**src/rtl/stopwatch_ctrl.sv**
```systemverilog
`default_nettype none
// +----------------------------------------------------------------------------+
// | Module      : stopwatch_ctrl                                               |
// | Description : Run/stop/split controller with prescaler and BCD digit chain.|
// |               Optional macro STOPWATCH_SATURATE_EN: saturate at all-9s     |
// |               with sticky OVF (default: wrap with one-cycle OVF pulse).    |
// | Revision    : 1.0  initial release                                         |
// +----------------------------------------------------------------------------+
module stopwatch_ctrl #(
  parameter int DIGITS   = 4,
  parameter int PRESCALE = 10
) (
  input  logic                  CK,
  input  logic                  AR,
  input  logic                  SS,
  input  logic                  LAP,
  input  logic                  CLR,
  output logic                  RUN,
  output logic                  TICK,
  output logic [4*DIGITS-1:0]   Q,
  output logic [4*DIGITS-1:0]   DISP,
  output logic                  OVF
);

  localparam int              c_PW         = (PRESCALE > 1) ? $clog2(PRESCALE) : 1;
  localparam logic [c_PW-1:0] c_PRESC_LAST = c_PW'(PRESCALE - 1);

  typedef enum logic [1:0] {
    S_IDLE  = 2'd0,
    S_RUN   = 2'd1,
    S_HOLD  = 2'd2,
    S_SPLIT = 2'd3
  } state_t;

  state_t              r_state;
  state_t              w_state_nxt;
  logic [c_PW-1:0]     r_presc;
  logic [4*DIGITS-1:0] r_q;
  logic [4*DIGITS-1:0] r_disp;
  logic                r_ovf;

  logic                w_running;
  logic                w_presc_last;
  logic                w_tick;
  logic                w_ovf_evt;
  logic [DIGITS-1:0]   w_is9;
  logic [DIGITS-1:0]   w_inc;
  logic [4*DIGITS-1:0] w_q_inc;
  logic [4*DIGITS-1:0] w_q_nxt;

  always_ff @(posedge CK or posedge AR) begin
    if (AR) begin
      r_state <= S_IDLE;
    end else begin
      r_state <= w_state_nxt;
    end
  end

  // CLR outranks SS, which outranks LAP
  always_comb begin
    w_state_nxt = r_state;
    if (CLR) begin
      w_state_nxt = S_IDLE;
    end else begin
      case (r_state)
        S_IDLE:  if (SS) w_state_nxt = S_RUN;
        S_RUN:   if (SS) w_state_nxt = S_HOLD;
                 else if (LAP) w_state_nxt = S_SPLIT;
        S_SPLIT: if (SS) w_state_nxt = S_HOLD;
                 else if (LAP) w_state_nxt = S_RUN;
        S_HOLD:  if (SS) w_state_nxt = S_RUN;
        default: w_state_nxt = S_IDLE;
      endcase
    end
  end

  assign w_running    = (r_state == S_RUN) || (r_state == S_SPLIT);
  assign w_presc_last = (r_presc == c_PRESC_LAST);

`ifdef STOPWATCH_SATURATE_EN
  assign w_tick = w_running & w_presc_last & ~r_ovf;
`else
  assign w_tick = w_running & w_presc_last;
`endif

  // Ripple-carry enables: digit k advances when all lower digits are 9
  for (genvar k = 0; k < DIGITS; k++) begin : g_digit
    assign w_is9[k] = (r_q[4*k +: 4] == 4'd9);
    if (k == 0) begin : g_lsd
      assign w_inc[k] = w_tick;
    end else begin : g_carry
      assign w_inc[k] = w_inc[k-1] & w_is9[k-1];
    end
    assign w_q_inc[4*k +: 4] = !w_inc[k] ? r_q[4*k +: 4] :
                               (w_is9[k] ? 4'd0 : r_q[4*k +: 4] + 4'd1);
  end

  assign w_ovf_evt = w_tick & (&w_is9);

`ifdef STOPWATCH_SATURATE_EN
  assign w_q_nxt = w_ovf_evt ? r_q : w_q_inc;
`else
  assign w_q_nxt = w_q_inc;
`endif

  always_ff @(posedge CK or posedge AR) begin
    if (AR) begin
      r_q     <= '0;
      r_disp  <= '0;
      r_presc <= '0;
      r_ovf   <= 1'b0;
    end else if (CLR) begin
      r_q     <= '0;
      r_disp  <= '0;
      r_presc <= '0;
      r_ovf   <= 1'b0;
    end else begin
      r_q <= w_q_nxt;
      // Display freezes only while remaining in SPLIT; entering SPLIT captures the advanced count
      if (!((r_state == S_SPLIT) && (w_state_nxt == S_SPLIT))) begin
        r_disp <= w_q_nxt;
      end
      if (w_running) begin
        r_presc <= w_presc_last ? '0 : r_presc + c_PW'(1);
      end
`ifdef STOPWATCH_SATURATE_EN
      r_ovf <= r_ovf | w_ovf_evt;
`else
      r_ovf <= w_ovf_evt;
`endif
    end
  end

  assign RUN  = w_running;
  assign TICK = w_tick;
  assign Q    = r_q;
  assign DISP = r_disp;
  assign OVF  = r_ovf;

endmodule
`default_nettype wire

```
**config.mk**
```make
export PLATFORM = sky130hd
export DESIGN_NAME = stopwatch_ctrl
export DESIGN_NICKNAME = d
export VERILOG_FILES = /design/src/rtl/stopwatch_ctrl.sv
export SDC_FILE = /design/constraint.sdc
export NUM_CORES = 1
export LEC_CHECK = 0
export ABC_AREA = 1
export CORE_MARGIN = 2
export CORE_UTILIZATION = 55
export CTS_CLUSTER_SIZE = 12
export DETAILED_ROUTE_END_ITERATION = 8
export DONT_BUFFER_PORTS = 1
export GPL_TIMING_DRIVEN = 0
export PLACE_DENSITY = 0.79
export SLEW_MARGIN = 20
export SYNTH_ARGS = -nofsm -noshare
export SYNTH_HDL_FRONTEND = slang
export SYNTH_SLANG_ARGS = --single-unit
```
**constraint.sdc**
```tcl
create_clock -name CK -period 2.35 [get_ports CK]
set_clock_uncertainty 0.2 [all_clocks]
set_input_delay 0.705 -clock CK [delete_from_list [all_inputs] [get_ports CK]]
set_output_delay 0.705 -clock CK [all_outputs]
set_load 0.01 [all_outputs]
```
Yosys cells after proc, flatten, opt, wreduce, memory -nomap -nowiden. Index checks and enable logic that the tools add are counted.

Bits in registers: 39. Input bits: 5. Output and inout port bits: 35. Logic and storage cells: 53.

Add/subtract/negate cells: 5. Equality and inequality tests: 10. Multiplexer cells: 22. Bitwise logic cells: 5. Reduce and logical (&&, ||, !) cells: 6.

Operators by type and width (number): two-way mux 16 bit (3); two-way mux 4 bit (11); adder 4 x 1 -> 4 bit, second input constant (5); equality test 4 bit, second input constant (5); two-way mux 2 bit (6); equality test 2 bit, second input constant (3); one-hot mux 2 bit (3 select lines) (1); bitwise AND 1 bit (5); AND reduction 4 bit (1); equality test 2 x 1 -> 1 bit, second input constant (1); zero test 2 bit (1); inequality test 2 bit, second input constant (1); nonzero test 2 bit (1); OR reduction 2 bit (1); logical AND 1 bit (1); logical OR 1 bit (1); two-way mux 1 bit (1).

Longest topological paths before layout.
Depth after elaboration: 9. Gate-level depth with buffers: 10. Depth with buffers taken out: 10.

Least setup slack after synthesis. OpenSTA, ideal clock, no wires.

Path kind: reg-to-output. Start: reg r_presc[1]. End: out TICK. Arrival: 945 ps. Data required time: 1445 ps. Slack: 500 ps. Cell stages (with the launch flop): 5. Buffers on the path: 0. Cell sequence: dfrtp_1 > inv_1 > ha_1 > nand3_1 > nor2_4.

Word-level cells in the longest chain between the ends: 2.

Ends and longest elaborated chain: from (decl) (line 37) `logic [c_PW-1:0] r_presc;`; from (signal assigned) (line 124) `r_presc <= w_presc_last ? '0 : r_presc + c_PW'(1);`; equality test 4 bit (line 78) `assign w_presc_last = (r_presc == c_PRESC_LAST);`; bitwise AND 1 bit (line 83) `assign w_tick = w_running & w_presc_last;`; to (decl) (line 19) `output logic TICK,`.

No other way between the ends.

Final worst setup path. Same ends and word-level chain as after synthesis.

==> impl_metrics.env <==
export IMPL_grt_start_max_net_pins=23
export IMPL_io_pins=40
export IMPL_p_leak_nw=1.09
export IMPL_drt_iter0_drc=92
export IMPL_post_cts_buffers=0
export IMPL_yosysMostFrequentCell="nand2_1"
export IMPL_via_per_inst=5.25
export IMPL_path_class="reg2out"
export IMPL_n_antenna_cell=0
export IMPL_p_per_area_mw_per_mm2=517
export IMPL_htreeDepth=2
export IMPL_grt_ovfl_total=0
export IMPL_core_area_mm2=0.00336
export IMPL_row_count=21
export IMPL_synth_edff_count=0
export IMPL_synth_top_cell_by_area="dfrtp_1"
export IMPL_place_area_mm2=0.00203
export IMPL_rrSetupSlack_ps=480
export IMPL_clock_latency_ps=350
export IMPL_grt_pass1_vias=1467
export IMPL_netlist_area_leader_share_pct=50.2
export IMPL_syn_inst=245
export IMPL_status="finished clean"
export IMPL_crit_path_start="r_presc[1]"
export IMPL_grt_setup_unrepaired="no"
export IMPL_max_slew_margin_pct=69.8
export IMPL_reg2reg_to="DISP[13]"
export IMPL_clk_path_buf_depth=2
export IMPL_fin_nets=260
export IMPL_critical_path_max_fanout=5
export IMPL_die_x_um=63.5
export IMPL_maxCapViolCount=0
export IMPL_drcViolationCount=0
export IMPL_synth_area_mm2=0.00194
export IMPL_finalHoldViolations=0
export IMPL_clock_fmax_ghz=0.446
export IMPL_peakVddDrop_v=0.000324
export IMPL_clk_pin_slew_ps=110
export IMPL_vias=1570
export IMPL_drv_slew=0
export IMPL_startpoint_type="flop"
export IMPL_ys_seq_area_share_pct=50.2
export IMPL_ys_types=24
export IMPL_dr_pass1_iters=4
export IMPL_ys_top_cells_by_count="nand2_1 (75), dfrtp_1 (39), inv_1 (28)"
export IMPL_yosys_register_bits=39
export IMPL_fin_crit_sh_pct=95.5
export IMPL_synth_flop_cell="dfrtp_1"
export IMPL_numPortBuffers=0
export IMPL_antenna_found_initial=0
export IMPL_cts_tree="built"
export IMPL_post_route_min_period_ps=2240
export IMPL_r2r_cells=9
export IMPL_drive_gt1_share_pct=11.5
export IMPL_wl_per_cell_um=13.0
export IMPL_ant_nets=0
export IMPL_synth_nets=252
export IMPL_end_kind="output port"
export IMPL_start_util_pct=57.8
export IMPL_async_flop_share_pct=100
export IMPL_ctsRootBufferMaster="clkbuf_4"
export IMPL_cts_made_buffers=5
export IMPL_ctsHoldBuffers=0
export IMPL_ys_warn_count=0
export IMPL_grt_usage_pct=21.7
export IMPL_required_ps=1440
export IMPL_cp_endpoint="TICK"
export IMPL_hpwlAfterDp_um=2860
export IMPL_area_growth_syn_to_layout_pct=8.56
export IMPL_wl_um=3900
export IMPL_die_area_mm2=0.00403
export IMPL_synth_avg_cell_area_um2=7.94
export IMPL_grt_pass1_wl_um=6680
export IMPL_finalWeightedCongestion=0.848
export IMPL_clkSinkCount=39
export IMPL_worstMarginPinSlew_ps=453
export IMPL_cp_arrival_ps=1340
export IMPL_final_setup_tns_ps=0
export IMPL_stdcell_area_mm2=0.00211
export IMPL_die_y_um=63.5
export IMPL_worstReg2RegStart="r_presc[1]"
export IMPL_nFillCells=319
export IMPL_hp_class="in2async"
export IMPL_synthTopCellsByArea="dfrtp_1 (50%), nand2_1 (14%), nand3_1 (5.7%)"
export IMPL_finalSetupViolCount=0
[cells by family after synthesis]
group                      count (synthesis)  share of synthesized area, %
adders and majority gates                  2                          1.29
xor gates and xnor gates                   3                          1.35
DFF                                       39                          50.2
AOI/OAI and AO/OA                         28                          7.34
buffers and inverters                     38                          7.98
and+or+nand+nor                          135                          31.9
[registers in the layout (all words and copies together) (netlist names)]
name	cells
r_presc	4
r_state	2
Q	16
OVF	1
DISP	16
[what timing repair did]
action                                  CTS  global route
gates resized for setup                   1             3
pin swaps                                 1             1
endpoints found under the setup margin    1             1
[worst min path at each step]
stage | from | end | slack, ps | depth (start not counted)
floorplan | r_presc[0] | r_presc[0] | 310 | 1
global placement | DISP[4] | DISP[4] | 330 | 2
detailed placement | DISP[13] | DISP[13] | 340 | 2
CTS | AR | DISP[9] | 20 | 1
global route | AR | DISP[9] | 30 | 1
finish | AR | DISP[7] | 20 | 1
[cell usage in the layout (no fill, tap or decap), drive strengths merged]
master  instances
dfrtp          39
clkbuf          8
nor3            1
nor2           23
a31oi           1
buf             5
nand3          23
o22ai           1
clkinv          1
nand4          11
nand2          77
o21ai          20
ha              2
inv            32
a21oi           6
xor2            3
[critical path, stage by stage (launching register included)]
cell and delay [ps]:
dfrtp_1 410, inv_1 120, ha_4 160, nand3_4 100, nor2_4 210
[metal layers]
layer  part of all wire, %  vias to the layer above  global-route usage [%]
li1                      -                      803                       -
met1                    44                      718                    25.8
met2                    48                       41                    35.0
met3                   6.0                        8                    8.21
met4                   2.0                        0                    9.24
met5                     0                        -                       0
[where the power goes]
part	internal [mW]	switching, mW	leakage (nW)	total (mW)
logic	0.0188	0.0418	0.513	0.0606
registers	0.676	0.00486	0.542	0.681
clock network	0.139	0.212	0.0341	0.350
[final cells by class]
| type | instances | area (µm²) | area share (%) |
|---|---|---|---|
| Multi-Input combinational cell | 168 | 838 | 39.7 |
| Buffer | 6 | 35.0 | 1.66 |
| Timing Repair Buffer | 1 | 27.5 | 1.30 |
| Clock inverter | 1 | 5.00 | 0.237 |
| Clock buffer | 6 | 51.3 | 2.43 |
| Sequential cell | 39 | 976 | 46.2 |
| Inverter | 32 | 120 | 5.69 |
| Tap cell | 46 | 57.6 | 2.73 |
[metrics by stage]
stage               total power [mW]  instances  setup slack (ps)  util, %  hold WS [ps]
floorplan                      0.732        245               500        -           312
global placement               0.742        291               170     59.5           334
detailed placement             0.752        292               365     60.3           336
CTS                             1.10        299              1.80     62.2          23.0
global route                    1.14        299              17.9     62.8          27.0
finish                          1.09        299               106     62.8          17.4
Power figures use the tool's default switching activity.
